**src/rtl/coproc_pkg.sv**
```systemverilog
// rtl/coproc_pkg.sv - shared constants and state encoding for the coprocessor command/readback path
//
// Purpose: ASCII constants, BRAM geometry and the streamer state enum shared by
// the command FSM and the BRAM read-back streamer.
// Ports: none (package).

package coproc_pkg;

  localparam int BRAM_DEPTH = 1024;

  localparam logic [7:0] ASCII_LF   = 8'h0A;
  localparam logic [7:0] ASCII_ZERO = 8'h30;
  localparam logic [7:0] ASCII_D    = 8'h44;
  localparam logic [7:0] ASCII_E    = 8'h45;

  typedef enum logic [3:0] {
    ST_IDLE,
    ST_RD_REQ,
    ST_RD_WAIT,
    ST_FMT,
    ST_SEND,
    ST_WAIT_HI,
    ST_WAIT_LO,
    ST_SEND_D,
    ST_DONE
  } streamer_state_t;

  // Decimal digit (0..9) to its ASCII character.
  function automatic logic [7:0] digit_char(input logic [3:0] d);
    return ASCII_ZERO + {4'b0000, d};
  endfunction

endpackage

```
**src/rtl/byte_to_dec_ascii.sv**
```systemverilog
// rtl/byte_to_dec_ascii.sv - registered 8-bit to 1..3 digit ASCII decimal converter
//
// Purpose: converts a byte into hundreds/tens/units ASCII characters plus the
// number of significant digits (leading zeros suppressed, 0 gives one digit).
// One clock of latency: results update on the edge where load=1.
// Ports:
//   clk, rst_n   clock, asynchronous active-low reset
//   load         capture value on this edge
//   value        byte to convert
//   char_hund    ASCII hundreds digit
//   char_tens    ASCII tens digit
//   char_unit    ASCII units digit
//   num_digits   significant digit count, 1..3

module byte_to_dec_ascii
  import coproc_pkg::*;
(
  input  logic       clk,
  input  logic       rst_n,
  input  logic       load,
  input  logic [7:0] value,
  output logic [7:0] char_hund,
  output logic [7:0] char_tens,
  output logic [7:0] char_unit,
  output logic [1:0] num_digits
);

  logic [1:0] hund;
  logic [7:0] rem;
  logic [3:0] tens;
  logic [3:0] unit;
  logic [1:0] ndig;

  // Hundreds by two compares, tens by a compare ladder against multiples of 10.
  always_comb begin
    hund = 2'd0;
    rem  = value;
    if (value >= 8'd200) begin
      hund = 2'd2;
      rem  = value - 8'd200;
    end else if (value >= 8'd100) begin
      hund = 2'd1;
      rem  = value - 8'd100;
    end
    tens = 4'd0;
    for (int k = 1; k < 10; k++) begin
      if (rem >= 8'(k * 10)) tens = 4'(k);
    end
    unit = 4'(rem - ({4'b0000, tens} * 8'd10));
    if (hund != 2'd0)      ndig = 2'd3;
    else if (tens != 4'd0) ndig = 2'd2;
    else                   ndig = 2'd1;
  end

  always_ff @(posedge clk or negedge rst_n) begin
    if (!rst_n) begin
      char_hund  <= 8'h00;
      char_tens  <= 8'h00;
      char_unit  <= 8'h00;
      num_digits <= 2'd0;
    end else if (load) begin
      char_hund  <= digit_char({2'b00, hund});
      char_tens  <= digit_char(tens);
      char_unit  <= digit_char(unit);
      num_digits <= ndig;
    end
  end

endmodule

```
**src/rtl/bram_ascii_streamer.sv**
```systemverilog
// rtl/bram_ascii_streamer.sv - dumps BRAM[0..n-1] to the UART as LF-terminated decimal lines
//
// Purpose: reads num_words bytes from BRAM port B starting at address 0, sends
// each as ASCII decimal text plus LF, then sends "D",LF and pulses done.
// Ports:
//   clk, rst_n   clock, asynchronous active-low reset
//   start        one-cycle dump request (ignored while busy)
//   num_words    words to dump, clamped to the BRAM depth
//   enb, addrb   BRAM port-B read enable/address
//   doutb        BRAM port-B read data, RD_LATENCY cycles after enb
//   tx_start     one-cycle UART launch pulse, tx_data valid with it
//   tx_busy      UART transmitter busy
//   busy         dump in progress
//   done         one-cycle pulse after the terminator has been accepted

module bram_ascii_streamer
  import coproc_pkg::*;
#(
  parameter int ADDR_WIDTH = $clog2(BRAM_DEPTH),
  parameter int DATA_WIDTH = 8,
  parameter int RD_LATENCY = 1
) (
  input  logic                  clk,
  input  logic                  rst_n,
  input  logic                  start,
  input  logic [ADDR_WIDTH:0]   num_words,
  output logic                  enb,
  output logic [ADDR_WIDTH-1:0] addrb,
  input  logic [DATA_WIDTH-1:0] doutb,
  output logic                  tx_start,
  output logic [7:0]            tx_data,
  input  logic                  tx_busy,
  output logic                  busy,
  output logic                  done
);

  localparam logic [ADDR_WIDTH:0] MAX_WORDS = {1'b1, {ADDR_WIDTH{1'b0}}};

  streamer_state_t state, next_state;

  logic [ADDR_WIDTH:0] cnt;
  logic [ADDR_WIDTH:0] idx;
  logic [ADDR_WIDTH:0] idx_inc;
  logic [ADDR_WIDTH:0] start_words;
  logic [1:0]          lat_cnt;
  logic [1:0]          hi_cnt;
  // Send queue: head byte in [31:24], q_cnt bytes valid.
  logic [31:0]         q_data;
  logic [2:0]          q_cnt;
  logic                term;

  logic       rd_ready;
  logic       conv_load;
  logic       hi_timeout;
  logic       q_last;
  logic       words_done;
  logic [7:0] char_hund, char_tens, char_unit;
  logic [1:0] num_digits;

  assign start_words = (num_words > MAX_WORDS) ? MAX_WORDS : num_words;
  assign idx_inc     = idx + (ADDR_WIDTH + 1)'(1);
  assign words_done  = (idx_inc == cnt);
  assign rd_ready    = (lat_cnt == 2'(RD_LATENCY - 1));
  assign conv_load   = (state == ST_RD_WAIT) && rd_ready;
  // Fourth WAIT_HI cycle with tx_busy still low: treat the byte as taken.
  assign hi_timeout  = (hi_cnt == 2'd3);
  assign q_last      = (q_cnt == 3'd1);

  byte_to_dec_ascii u_conv (
    .clk        (clk),
    .rst_n      (rst_n),
    .load       (conv_load),
    .value      (doutb),
    .char_hund  (char_hund),
    .char_tens  (char_tens),
    .char_unit  (char_unit),
    .num_digits (num_digits)
  );

  always_ff @(posedge clk or negedge rst_n) begin
    if (!rst_n) state <= ST_IDLE;
    else        state <= next_state;
  end

  always_comb begin
    next_state = state;
    case (state)
      ST_IDLE:    if (start) next_state = (start_words == '0) ? ST_SEND_D : ST_RD_REQ;
      ST_RD_REQ:  next_state = ST_RD_WAIT;
      ST_RD_WAIT: if (rd_ready) next_state = ST_FMT;
      ST_FMT:     next_state = ST_SEND;
      ST_SEND:    if (!tx_busy) next_state = ST_WAIT_HI;
      ST_WAIT_HI: if (tx_busy || hi_timeout) next_state = ST_WAIT_LO;
      ST_WAIT_LO: begin
        if (!tx_busy) begin
          if (!q_last)         next_state = ST_SEND;
          else if (term)       next_state = ST_DONE;
          else if (words_done) next_state = ST_SEND_D;
          else                 next_state = ST_RD_REQ;
        end
      end
      ST_SEND_D:  next_state = ST_SEND;
      ST_DONE:    next_state = ST_IDLE;
      default:    next_state = ST_IDLE;
    endcase
  end

  always_comb begin
    enb      = 1'b0;
    addrb    = '0;
    tx_start = 1'b0;
    tx_data  = 8'h00;
    busy     = 1'b0;
    done     = 1'b0;
    case (state)
      ST_IDLE: ;
      ST_DONE: done = 1'b1;
      default: busy = 1'b1;
    endcase
    if (state == ST_RD_REQ) begin
      enb   = 1'b1;
      addrb = idx[ADDR_WIDTH-1:0];
    end
    if (state == ST_SEND && !tx_busy) begin
      tx_start = 1'b1;
      tx_data  = q_data[31:24];
    end
  end

  always_ff @(posedge clk or negedge rst_n) begin
    if (!rst_n) begin
      cnt     <= '0;
      idx     <= '0;
      lat_cnt <= 2'd0;
      hi_cnt  <= 2'd0;
      q_data  <= 32'h0;
      q_cnt   <= 3'd0;
      term    <= 1'b0;
    end else begin
      case (state)
        ST_IDLE: begin
          if (start) begin
            cnt  <= start_words;
            idx  <= '0;
            term <= 1'b0;
          end
        end
        ST_RD_REQ:  lat_cnt <= 2'd0;
        ST_RD_WAIT: lat_cnt <= lat_cnt + 2'd1;
        ST_FMT: begin
          case (num_digits)
            2'd3: begin
              q_data <= {char_hund, char_tens, char_unit, ASCII_LF};
              q_cnt  <= 3'd4;
            end
            2'd2: begin
              q_data <= {char_tens, char_unit, ASCII_LF, 8'h00};
              q_cnt  <= 3'd3;
            end
            default: begin
              q_data <= {char_unit, ASCII_LF, 16'h0000};
              q_cnt  <= 3'd2;
            end
          endcase
        end
        ST_SEND: hi_cnt <= 2'd0;
        ST_WAIT_HI: if (!tx_busy) hi_cnt <= hi_cnt + 2'd1;
        ST_WAIT_LO: begin
          if (!tx_busy) begin
            q_data <= {q_data[23:0], 8'h00};
            q_cnt  <= q_cnt - 3'd1;
            if (q_last && !term) idx <= idx_inc;
          end
        end
        ST_SEND_D: begin
          q_data <= {ASCII_D, ASCII_LF, 16'h0000};
          q_cnt  <= 3'd2;
          term   <= 1'b1;
        end
        default: ;
      endcase
    end
  end

endmodule

```
**config.mk**
```make
export PLATFORM = sky130hd
export DESIGN_NAME = bram_ascii_streamer
export DESIGN_NICKNAME = d
export VERILOG_FILES = /design/src/rtl/coproc_pkg.sv /design/src/rtl/byte_to_dec_ascii.sv /design/src/rtl/bram_ascii_streamer.sv
export SDC_FILE = /design/constraint.sdc
export NUM_CORES = 1
export LEC_CHECK = 0
export ABC_AREA = 1
export BUFFER_PORTS_ARGS = -buffer_cell sky130_fd_sc_hd__buf_2
export CORE_UTILIZATION = 31
export CTS_CLUSTER_DIAMETER = 120
export DETAILED_ROUTE_END_ITERATION = 7
export GPL_TIMING_DRIVEN = 0
export SYNTH_ARGS = -nofsm -noshare
export SYNTH_HDL_FRONTEND = slang
export SYNTH_SLANG_ARGS = --single-unit
```
**constraint.sdc**
```tcl
create_clock -name clk -period 3.9 [get_ports clk]
set_clock_uncertainty 0.1 [all_clocks]
set_input_delay 0.585 -clock clk [delete_from_list [all_inputs] [get_ports clk]]
set_output_delay 0.585 -clock clk [all_outputs]
set_load 0.01 [all_outputs]
```
==> run metrics, run 1 <==
Pre-Repair DR Iteration Count=4; Syn-to-layout area delta=18.4%; core footprint=0.0126 sq mm; Required @ worst endpoint=4020 ps; ANT cells=0; register area=0.00160 sq mm; crit path launch type=input pin; Gate Count Post-Synth=541; hold_buf cts=0; Port Buffers=42; via count=3609; met2 wire len=4.69 mm; min-delay worst type=input pin to async pin; first-pass GRT wire length=16.1 mm; CTS tree=yes; clk slew on worst S/H paths=50 ps; Pleak=2.34 nW; Setup violations, final=0; Avg Cell Area, Syn=7.35 sq um; slew of the pin with the lowest slew margin=813 ps; placed instance count=755; Top delay family on crit path=simple AND/OR/NAND/NOR gates; die area=0.0133 sq mm; die width=115 um; CTS root buffer=clkbuf_16; worst r2r src=idx[0]; Critical path origin=doutb[3]; GR Overflow Total=0; Final period util=84.2%; vias per cell=4.68; CTS H-tree lvls=3; fmax=0.305 GHz; clock sinks=64; switching portion of total power=40.4%; Nets=629; Max-cap violations=0; largest net degree at the start of global routing=65; Avg WL per Cell=12.5 um; Yosys reg bits=64; drt total wl=9.63 mm; CTS resizes=0; pwr dens=642 mW/mm^2; Setup WS pre-CTS=254 ps; TritonCTS Buffers=9; Std-Cell Rows=41; status=finished, final reports clean; R2R Setup Slk=1410 ps; final antenna-violating net count=0; clock power share=26.3%; Cell Area, Synth=0.00398 sq mm; Reg-to-Reg End=state[2]; final hold vios=0; filler cell count=1327; register area share after synthesis=40.3%; wire length on met1=4.51 mm; post-synthesis net count=576; vias in the first global route=3438; RSZ-0062 raised after global routing=no; post-route cell area=0.00471 sq mm; WL met3=346 um; cells on worst reg2reg path=14; gp weighted congestion=0.865; Pins Over Slew Limit=0; placed wire-length estimate=7.35 mm; DR iter-0 viols=343; clock tree buffer depth=2; part of the power in combinational logic=39.4%; worst path arrival time=3410 ps; CP Capture Point=u_conv.char_unit[3]; Switch Pwr=1.22 mW; VDD IR max=261 uV; Final Util=37.5%; initial core utilization=31.6%; residual DRC count=0; worst stage delay on the critical path=370 ps; Cell Area, Placed=0.00440 sq mm; Min Clock Period, post-route=3280 ps; Slew headroom=45.8%; final cell count without fillers=771; setup slack after layout=617 ps; layout cells sized above 1=14.7%; top layer in use=met4; Crit Path Max Fanout=9; Ys Warns=0; Crit path depth=26; multi-input combinational cell area=0.00197 sq mm; slowest CP cell=fa_1; Netlist cell types=42; num ports=45; crit path kind=input pin to flip-flop; share of power burned in registers=34.3%; initial antenna violation count=0; Die Y=115 um; gr usage total=15.6%; Worst setup EP type=flip-flop; CP bufs+invs=6; Setup TNS Final=0 ps; cell internal pwr=1.80 mW; # Post-CTS Setup Buffers=0; cell mode on critical path=nand2_1; Clk Latency, worst-skew pair=330 ps
==> worst reg2reg max path, delay by kind of cell (launching register included) <==
family	cells	cell delay (ps)
simple gates	9	1100
flops	1	480
fa+ha+maj	1	240
xor+xnor	1	220
compound gates	2	190
buf+inv	1	80
==> worst min-delay path by stage <==
| stage | cells after the start | endpoint | start | slack (ps) |
|---|---|---|---|---|
| 3_5_place_dp | 2 | q_data[3] | q_data[3] | 370 |
| 4_1_cts | 1 | cnt[4] | rst_n | 280 |
| 6_report | 1 | idx[5] | rst_n | 250 |
| 2_1_floorplan | 0 | cnt[0] | rst_n | 190 |
| 3_3_place_gp | 2 | q_data[3] | q_data[3] | 360 |
| 5_1_grt | 1 | cnt[3] | rst_n | 320 |
==> metrics by stage <==
step                total power [mW]  hold WS (ps)
CTS                             3.05           281
floorplan                       1.89           189
global route                    3.29           319
global placement                2.20           359
finish                          3.02           248
detailed placement              2.24           375
==> power groups by stage <==
| stage | clock (mW) | combinational, mW | sequential (mW) |
|---|---|---|---|
| 3_5_place_dp | 0 | 1.19 | 1.04 |
| 5_1_grt | 0.846 | 1.38 | 1.06 |
| 3_3_place_gp | 0 | 1.16 | 1.04 |
| 6_report | 0.796 | 1.19 | 1.04 |
| 4_1_cts | 0.813 | 1.20 | 1.03 |
| 2_1_floorplan | 0 | 0.884 | 1.01 |
==> registers in the layout, summed over array words and instances (netlist names) <==
name,flops
u_conv.char_hund,3
u_conv.char_unit,4
u_conv.char_tens,4
hi_cnt,2
q_data,17
cnt,11
q_cnt,3
term,1
idx,11
lat_cnt,2
u_conv.num_digits,2
state,4
==> cells in the mapped netlist (all sizes together) <==
library cell / n / area, sq um
nand2: 134 / 546
inv: 93 / 349
dfrtp: 64 / 1600
nor2: 61 / 244
o21ai: 49 / 253
nand3: 23 / 125
o22ai: 21 / 131
a21oi: 15 / 75.1
xor2: 15 / 131
ha: 11 / 138
clkbuf: 6 / 22.5
nor4: 5 / 37.5
o221ai: 5 / 43.8
clkinv: 4 / 15.0
nand4: 4 / 25.0
nor3: 4 / 25.0
buf: 3 / 22.5
o211ai: 3 / 22.5
o31ai: 3 / 22.5
or2: 3 / 18.8
a22oi: 2 / 15.0
a31oi: 2 / 12.5
a41oi: 2 / 17.5
xnor2: 2 / 17.5
a211oi: 1 / 7.51
a221oi: 1 / 8.76
a22o: 1 / 8.76
a32oi: 1 / 8.76
conb: 1 / 3.75
fa: 1 / 20.0
nand3b: 1 / 7.51
==> final cells by class <==
cell class	instances	area share, %
Buffer	9	0.957
Timing Repair Buffer	42	4.52
Sequential cell	64	34.0
Multi-Input combinational cell	371	41.7
Inverter	97	7.73
Tap cell	172	4.57
Clock buffer	13	5.95
Clock inverter	3	0.505
==> cells in the final DEF, fill, tap and decap left out, types with 5 or more instances in the layout <==
cell type	netlist	routed
o221ai_1	5	5
xor2_1	15	15
clkbuf_16	0	9
o21ai_0	46	46
nand2_1	123	123
nor2_1	57	57
nand3_1	21	21
o22ai_1	21	21
a21oi_1	15	15
clkbuf_1	6	6
dfrtp_1	64	64
inv_1	89	89
ha_1	11	11
buf_2	0	41
nand2_2	8	8
==> per-layer routing <==
metal / vias up / GRT usage (%)
li1: 1847 / -
met1: 1688 / 19.6
met2: 67 / 26.6
met3: 7 / 4.53
met4: 0 / 2.86
met5: - / 0
==> logic make-up after synthesis <==
kind of cell               after synthesis  synth area share [%]
adders and majority gates               12                  3.96
and+or+nand+nor                        235                  25.9
DFF                                     64                  40.3
xor gates and xnor gates                17                  3.74
AOI/OAI and AO/OA                      106                  15.8
buffers and inverters                  106                  10.3
other                                    1                0.0943
(Power assumes the default switching activity.)
==> run 2, diff against run 1 <==
ABC_AREA = 0   (was 1)
clock period = 3.1 ns   (was 3.9 ns; I/O delays follow)
==> run 2 against run 1 <==
  * The run now ends with negative setup slack left
  * Die area rose by 2.2%
  * Sequential cell count stayed put
  * Non-clock buffer count up 39
  * Utilization is 3.3 points higher
  * Register-to-register slack worse by 1100 ps
  * Critical path depth shrank 9
  * Final cell count is 5.3% lower
  * Synthesized area rose by 2.3%
  * Count of clock-buffer cells in the layout fell by 2
  * Sequential share of layout area fell by 3.1 points
  * Final area grew 10%
  * Wire length grew 10%
  * Critical path type unchanged
  * Highest routed layer unchanged
==> run metrics, run 2 <==
gp weighted congestion=0.871; CTS root buffer=clkbuf_16; register area share after synthesis=39.4%; Largest register FFs=17; final hold vios=0; slew of the pin with the lowest slew margin=814 ps; crit path launch type=input pin; worst path arrival time=3370 ps; Synth Area in XOR/XNOR=4.92%; Die Y=117 um; CTS tree=yes; GR Overflow Total=0; area leader, netlist=dfrtp_1; number of synthesized flops with an enable pin=0; Post-Synth Adder-Cell Area=4.15%; Cell Area, Synth=0.00407 sq mm; final antenna-violating net count=0; Ys Warns=0; Max-cap violations=0; M1 GR Usage=22.2%; die area=0.0136 sq mm; Cell Area, Placed=0.00455 sq mm; post-synthesis net count=518; placed instance count=697; core footprint=0.0127 sq mm; Netlist cell types=65; Setup WS pre-CTS=-741 ps; clock sinks=64; Pleak=2.26 nW; Synth Area in Simple Gates=23.0%; vias in the first global route=3628; Largest regs=q_data (17), cnt (11), idx (11); met3 Resource Use GR=2.65%; via count=3811; crit path kind=input pin to flip-flop; ANT cells=0; most frequent cells in the layout=64 x dfrtp_1, 53 x o21ai_0, 49 x nand2_1; Nets=588; DR iter-0 viols=273; Setup violations, final=2; failing checks=negative setup slack; drt total wl=10.6 mm; Avg Cell Area, Syn=8.42 sq um; vias per cell=5.22; TritonCTS Buffers=9; Hold Slack=124 ps; global route hottest layer=met2; Compound-Gate Fraction of Synth Area=21.4%; Pre-Repair DR Iteration Count=5; gr usage total=16.6%; Final Power=4.13 mW; RSZ-0062 raised after global routing=yes; Clk Latency, worst-skew pair=320 ps; Port Buffers=42; Gate Count Post-Synth=483; ys async rst share=100%; CTS H-tree lvls=3; fmax=0.305 GHz; Final Util=40.7%; clk slew on worst S/H paths=60 ps; min-delay worst type=input pin to async pin; Syn-to-layout area delta=27.4%; layout cells sized above 1=22.8%; Largest Register=q_data; clock tree buffer depth=2; Setup TNS Final=-349 ps; Final period util=106%; pwr dens=796 mW/mm^2; Main synth FF type=dfrtp_1; die width=117 um; commonest non-fill, non-tap cell in the layout=dfrtp_1; VDD IR max=378 uV; Yosys reg bits=64; Min Clock Period, post-route=3280 ps; first-pass GRT wire length=17.8 mm; status=finished with violations; Std-Cell Rows=41; post-route cell area=0.00518 sq mm; num ports=45; Area contributors post-synth=dfrtp_1 39%, o21ai_0 6.9%, nand2_1 4.7%; residual DRC count=0; Synth top cells by count=64 x dfrtp_1, 56 x o21ai_0, 51 x nand2_1; initial core utilization=32.0%; Crit Path Max Fanout=6; setup slack after layout=-181 ps; mux cell area share after synthesis=1.85%; initial antenna violation count=0; main combinational cell family by area after synthesis=simple AND/OR/NAND/NOR gates; final cell count without fillers=730; met2 usage=28.0%; Worst setup EP type=flip-flop; most frequent cell after synthesis=dfrtp_1; Yosys top cell area share=39.4%; Avg WL per Cell=14.5 um; Slew headroom=45.8%; largest net degree at the start of global routing=65; placed wire-length estimate=7.50 mm; Required @ worst endpoint=3190 ps; Pins Over Slew Limit=0
-- run 2: power breakdown --
| group | switching (mW) | internal [mW] |
|---|---|---|
| sequential | 0.230 | 1.14 |
| combinational | 1.04 | 0.696 |
| clock | 0.361 | 0.663 |
| total | 1.63 | 2.50 |
-- run 2: cells by family after synthesis --
logic type / after synthesis
flip-flops: 64
adder cells (fa/ha/maj): 13
AND/OR/NAND/NOR: 184
XOR/XNOR: 22
AO/OA/AOI/OAI: 138
buffers and inverters: 54
other: 1
multiplexers: 7
-- run 2: worst paths after layout --
check,startpoint,end,slack (ps),depth (start not counted)
max,doutb[3],u_conv.char_unit[3],-180,17
min,rst_n,idx[0],120,1
max reg2reg,state[0],idx[6],280,8
min reg2reg,q_data[27],q_data[27],370,2
max in group asynchronous,rst_n,cnt[5],2230,1
min in group clk,num_words[4],cnt[4],310,3
-- run 2: metal layers --
| metal | wire length (um) | up-vias |
|---|---|---|
| met5 | 0 | - |
| met4 | 98 | 0 |
| met3 | 451 | 12 |
| met2 | 5150 | 99 |
| met1 | 4910 | 1842 |
| li1 | - | 1858 |
-- run 2: repair_timing --
action	CTS	global route
hold buffers	0	0
pin swaps	16	16
gates cloned	0	0
setup buffers	14	6
gates resized for setup	26	14
endpoints found under the setup margin	12	16
-- run 2: layout make-up --
cell class | instances | area (sq um)
Clock buffer | 11 | 253
Clock inverter | 5 | 55.1
Fill cell | 1298 | 7540
Buffer | 28 | 114
Timing Repair Buffer | 62 | 379
Inverter | 23 | 95.1
Sequential cell | 64 | 1600
Multi-Input combinational cell | 365 | 2470
Tap cell | 172 | 215
-- run 2: worst max-delay path: stages --
cell	delay, ps
buf_6	120
inv_4	80
ha_1	150
nor3b_4	290
nand4_1	210
a31oi_2	270
nor2_2	100
buf_4	140
o211ai_1	220
a22oi_2	120
o211ai_2	210
ha_2	200
inv_2	30
fa_2	340
xnor2_2	190
xnor2_2	140
o21ai_1	70
